### src/rtl/serial_logic_unit_pkg.sv
// Shared encodings for the bit-serial logic/add lane: opcodes and FSM states.
package serial_logic_unit_pkg;

    localparam logic [1:0] OP_AND = 2'b00;
    localparam logic [1:0] OP_OR  = 2'b01;
    localparam logic [1:0] OP_XOR = 2'b10;
    localparam logic [1:0] OP_ADD = 2'b11;

    typedef enum logic [1:0] {
        IDLE = 2'd0,
        RUN  = 2'd1,
        DONE = 2'd2
    } state_t;

endpackage

### src/rtl/serial_alu_slice.sv
// Combinational 1-bit ALU slice: AND/OR/XOR/full-add of one bit pair.
module serial_alu_slice
    import serial_logic_unit_pkg::*;
(
    input  logic       a_bit,
    input  logic       b_bit,
    input  logic       cin,
    input  logic [1:0] op,
    output logic       r_bit,
    output logic       cout
);

    always_comb begin
        r_bit = 1'b0;
        cout  = 1'b0;
        case (op)
            OP_AND: r_bit = a_bit & b_bit;
            OP_OR:  r_bit = a_bit | b_bit;
            OP_XOR: r_bit = a_bit ^ b_bit;
            OP_ADD: begin
                r_bit = a_bit ^ b_bit ^ cin;
                cout  = (a_bit & b_bit) | (cin & (a_bit ^ b_bit));
            end
            default: ;
        endcase
    end

endmodule

### src/rtl/serial_logic_unit.sv
// Bit-serial WIDTH-bit AND/OR/XOR/ADD lane, LSB first, with valid/ready in and out.
// Optional signed-overflow output enabled by defining SERIAL_LOGIC_UNIT_OVERFLOW_EN.
module serial_logic_unit
    import serial_logic_unit_pkg::*;
#(
    parameter int WIDTH = 32,
    parameter int CNT_W = $clog2(WIDTH)
) (
    input  logic             clk,
    input  logic             rst_n,
    input  logic             in_valid,
    output logic             in_ready,
    input  logic [1:0]       op,
    input  logic [WIDTH-1:0] a,
    input  logic [WIDTH-1:0] b,
    output logic             out_valid,
    input  logic             out_ready,
    output logic [WIDTH-1:0] result,
    output logic             carryout,
    output logic             zero
`ifdef SERIAL_LOGIC_UNIT_OVERFLOW_EN
    ,
    output logic             overflow
`endif
);

    state_t             state, state_next;
    logic [CNT_W-1:0]   cnt;
    logic               carry;
    logic [WIDTH-1:0]   a_sh, b_sh;
    logic [1:0]         op_q;
    logic               r_bit, c_next;
    logic [WIDTH-1:0]   res_next;
    logic               accept, last_bit;

    serial_alu_slice u_slice (
        .a_bit (a_sh[0]),
        .b_bit (b_sh[0]),
        .cin   (carry),
        .op    (op_q),
        .r_bit (r_bit),
        .cout  (c_next)
    );

    assign in_ready  = (state == IDLE);
    assign out_valid = (state == DONE);
    assign accept    = in_valid && in_ready;
    assign last_bit  = (cnt == CNT_W'(WIDTH - 1));
    // New bit enters at the MSB so that after WIDTH shifts bit 0 lands at result[0].
    assign res_next  = {r_bit, result[WIDTH-1:1]};

    always_comb begin
        state_next = state;
        case (state)
            IDLE: if (accept) state_next = RUN;
            RUN:  if (last_bit) state_next = DONE;
            DONE: if (out_ready) state_next = IDLE;
            default: state_next = IDLE;
        endcase
    end

    always_ff @(posedge clk or negedge rst_n) begin
        if (!rst_n) begin
            state <= IDLE;
        end else begin
            state <= state_next;
        end
    end

    always_ff @(posedge clk or negedge rst_n) begin
        if (!rst_n) begin
            cnt      <= '0;
            carry    <= 1'b0;
            a_sh     <= '0;
            b_sh     <= '0;
            op_q     <= OP_AND;
            result   <= '0;
            carryout <= 1'b0;
            zero     <= 1'b0;
        end else if (state == IDLE) begin
            if (accept) begin
                a_sh  <= a;
                b_sh  <= b;
                op_q  <= op;
                carry <= 1'b0;
                cnt   <= '0;
            end
        end else if (state == RUN) begin
            a_sh   <= a_sh >> 1;
            b_sh   <= b_sh >> 1;
            carry  <= c_next;
            cnt    <= cnt + 1'b1;
            result <= res_next;
            if (last_bit) begin
                carryout <= c_next;
                zero     <= (res_next == '0);
            end
        end
    end

`ifdef SERIAL_LOGIC_UNIT_OVERFLOW_EN
    // At the last bit, carry holds the carry into the MSB and c_next the carry out of it.
    always_ff @(posedge clk or negedge rst_n) begin
        if (!rst_n) begin
            overflow <= 1'b0;
        end else if (state == RUN && last_bit) begin
            overflow <= (op_q == OP_ADD) ? (carry ^ c_next) : 1'b0;
        end
    end
`endif

endmodule

### config.mk
export PLATFORM = sky130hd
export DESIGN_NAME = serial_logic_unit
export DESIGN_NICKNAME = d
export VERILOG_FILES = /design/src/rtl/serial_logic_unit_pkg.sv /design/src/rtl/serial_alu_slice.sv /design/src/rtl/serial_logic_unit.sv
export SDC_FILE = /design/constraint.sdc
export NUM_CORES = 1
export LEC_CHECK = 0
export BUFFER_PORTS_ARGS = -buffer_cell sky130_fd_sc_hd__buf_2
export CAP_MARGIN = 20
export CORE_MARGIN = 1
export CORE_UTILIZATION = 49
export DETAILED_ROUTE_END_ITERATION = 8
export PLACE_DENSITY = 0.76
export SYNTH_ARGS = -nofsm -noshare
export SYNTH_HDL_FRONTEND = slang
export SYNTH_SLANG_ARGS = --single-unit
### constraint.sdc
create_clock -name clk -period 1.9 [get_ports clk]
set_input_delay 0.095 -clock clk [delete_from_list [all_inputs] [get_ports clk]]
set_output_delay 0.095 -clock clk [all_outputs]
set_load 0.01 [all_outputs]
==> metrics.csv <==
stage;metric;value;unit
cells_and_area;share of layout cells above drive strength 1;0.237;
sta;Worst Max-Slew Pin Slew;0.522;ns
logic_synthesis;area share of the largest cell type after synthesis;0.565;
route;wire length per cell;13.1;um
logic_synthesis;Synth cell types;27;
sta;Rel. slew slack;0.652;
power_and_ir_drop;leakage;0.00276;uW
setup_path;critical-path cell list;fa_1 > mux4_2 > nor4_2 > a21o_1;
logic_synthesis;YS warnings;0;
sta;final hold violation count;0;
clock_network;CTS buffer count;9;
placement;DP Wirelength;6510;um
sta;Final setup viols;0;
sta;fmax;553;MHz
grt;GR Util All Layers;0.201;
logic_synthesis;Syn Nets;550;
clock_network;CTS clk-pin slew, worst paths;0.10;ns
die;Die Footprint;10200;sq um
logic_synthesis;syn avg cell area;10.1;sq um
setup_path;slowest stage delay, CP;0.50;ns
cells_and_area;register area;2700;sq um
sta;RSZ-0062 raised after global routing;false;
logic_synthesis;post-synthesis cell count;475;
logic_synthesis;EDFF count, synth;0;
clock_network;Root Buffer;clkbuf_8;
route;drt pass-1 iters;4;
setup_path;CP Capture Type;flip-flop;
setup_path;Critical Path RT;2.20;ns
logic_synthesis;Area contributors post-synth;dfrtp_1 57%, mux2i_1 13%, nand2_1 13%;
placement;routability cong.;0.711;
sta;period utilization;0.952;
logic_synthesis;count leader, synth;nand2_1;
sta;post-layout min period;1.81;ns
clock_network;CTS Sinks;108;
logic_synthesis;sequential area share after synthesis;0.565;
power_and_ir_drop;Worst IR Drop VDD;0.565;mV
grt;initial antenna violation count;0;
grt;first-pass GRT wire length;16100;um
die;starting density of the core;0.512;
cells_and_area;antenna cells;0;
route;DR vias;3645;
placement;I/O Buffers;105;
sta;skew final;0.0137;ns
logic_synthesis;Mapped Area;4780;sq um
cells_and_area;# fillers;792;
flow_run;MaxCap Viol Count;0;
route;met3 wire len;416;um
grt;total grt overflow;0;
setup_path;Critical Path Start Type;flip-flop;
route;max layer used;met4;
logic_synthesis;top cells by count, synth;164 x nand2_1, 108 x dfrtp_1, 62 x mux2i_1, 37 x o21ai_1, 33 x o21ai_0;
route;# DRC;0;
sta;worst hold slack;0.0118;ns
placement;pre-CTS WS;0.0829;ns
route;Final ANT Viol Nets;0;
power_and_ir_drop;Power Density;1520;nW/um^2
clock_network;H-Tree Level Count;3;
clock_network;Post-CTS Resized;0;
clock_network;later-pin clock latency in the skew report;0.36;ns
logic_synthesis;FFs w/ async S/R, synth;1.00;
cells_and_area;area grow syn2layout;21.7;%
route;metal2 WL;4570;um
sta;Max Slew Vio Count;0;
clock_network;CTS max path bufs;2;
die;die width;101;um
outcome;outcome;finished, final reports clean;
die;Die Ht;101;um
cells_and_area;Final #Nets;661;
grt;number of global-route vias before repair;3573;
route;final WL;9460;um
cells_and_area;multi-input logic area;1910;sq um
route;drt initial violations;88;
setup_path;CP Max Fanout;3;
clock_network;CTS tree;yes;
setup_path;CP max stage cell;mux4_2;
sta;setup TNS;0;ns
setup_path;WP data arrival;2.11;ns
logic_synthesis;Synth area leader;dfrtp_1;
hold_path;Hold Path Class;input port to flip-flop;
route;routed via count divided by cell count;5.06;
die;I/O pins;106;
die;row count;35;
logic_synthesis;number of synthesized register bits;108;
grt;pin count of the biggest net entering global routing;67;
setup_path;WS Path Type;flip-flop to flip-flop;
route;DRT met1 WL;4350;um
logic_synthesis;ys flop type;dfrtp_1;
sta;Final WS setup;0.0904;ns
die;core area;9330;sq um
## report_power, final
part / total (uW) / internal, uW / switching, uW / leakage (uW)
combinational: 3320 / 1540 / 1780 / 0.00129
sequential: 4050 / 3330 / 719 / 0.00136
clock: 1480 / 668 / 807 / 0.000104
total: 8840 / 5530 / 3300 / 0.00276
## cell usage in the layout, fill, tap and decap left out, types with 2 or more instances in the layout
master | netlist | routed
o21ai_0 | 33 | 33
nor4_1 | 7 | 7
buf_12 | 0 | 6
o21ai_1 | 37 | 37
nand2_2 | 2 | 2
inv_1 | 4 | 4
nand4_1 | 3 | 3
mux2_2 | 2 | 2
inv_8 | 0 | 2
nand3_1 | 6 | 6
nand2b_1 | 2 | 2
a22o_1 | 2 | 2
buf_4 | 5 | 6
dlygate4sd3_1 | 0 | 13
clkbuf_8 | 0 | 10
nand2_1 | 164 | 164
ha_1 | 4 | 4
dfrtp_1 | 108 | 108
buf_2 | 12 | 104
mux2i_1 | 62 | 62
## cells by family after synthesis
family / after synthesis / share of synthesized area
DFF: 108 / 0.565
AOI/OAI and AO/OA: 74 / 0.0801
muxes: 65 / 0.139
adders and majority gates: 5 / 0.0147
and+or+nand+nor: 190 / 0.161
buffers and inverters: 33 / 0.0393
## cell type report
class                   count  share of cell area
inverters                   4             0.00258
multi-input cells         334               0.329
well taps                 129              0.0278
clock inverters             5              0.0118
clock buffers              11              0.0243
flip-flops and latches    108               0.465
repair buffers            129               0.140
## worst max-delay path, delay by kind of cell (launching register included)
family	cells	cell delay [ns]
AOI/OAI and AO/OA	1	0.11
DFF	1	0.42
adders and majority gates	1	0.46
and+or+nand+nor	1	0.27
muxes	1	0.50
## through the flow
step / total power [uW] / utilization / cells / cell area (sq um)
4_1_cts: 8910 / 0.622 / 718 / 5800
5_1_grt: 9620 / 0.623 / 720 / 5820
3_5_place_dp: 7420 / 0.585 / 689 / 5460
6_report: 8840 / 0.623 / 720 / 5820
3_3_place_gp: 7190 / 0.585 / 689 / 5460
2_1_floorplan: 6370 / - / 475 / 4780
## sequential cells by signal (all words and copies together) (netlist names)
name	flops
a_sh	32
b_sh	32
carry	1
carryout	1
cnt	5
op_q	2
result	32
state	2
zero	1
## routing by layer
| metal | GRT usage | vias up |
|---|---|---|
| met5 | 0 | - |
| met3 | 0.0499 | 10 |
| met2 | 0.346 | 81 |
| met4 | 0.0502 | 0 |
| met1 | 0.256 | 1744 |
| li1 | - | 1810 |
## path summary, 6_finish.rpt
| kind | startpoint | to | slack, ns | cells past startpoint |
|---|---|---|---|---|
| max in group asynchronous | rst_n | result[25] | 1.17 | 3 |
| min | b[24] | b_sh[24] | 0.01 | 3 |
| min in group asynchronous | rst_n | b_sh[6] | 0.27 | 3 |
| max reg2reg | b_sh[0] | zero | 0.09 | 4 |
| min reg2reg | b_sh[19] | b_sh[19] | 0.49 | 2 |
| max | b_sh[0] | zero | 0.09 | 4 |
## what timing repair did
action / 4_1_cts / 5_1_grt
hold buffers: 13 / 0
buffers inserted: 0 / 2
setup endpoints to repair: 0 / 1
endpoints found under the hold margin: 120 / 0
No activity file was read; power rests on OpenSTA's default activity.
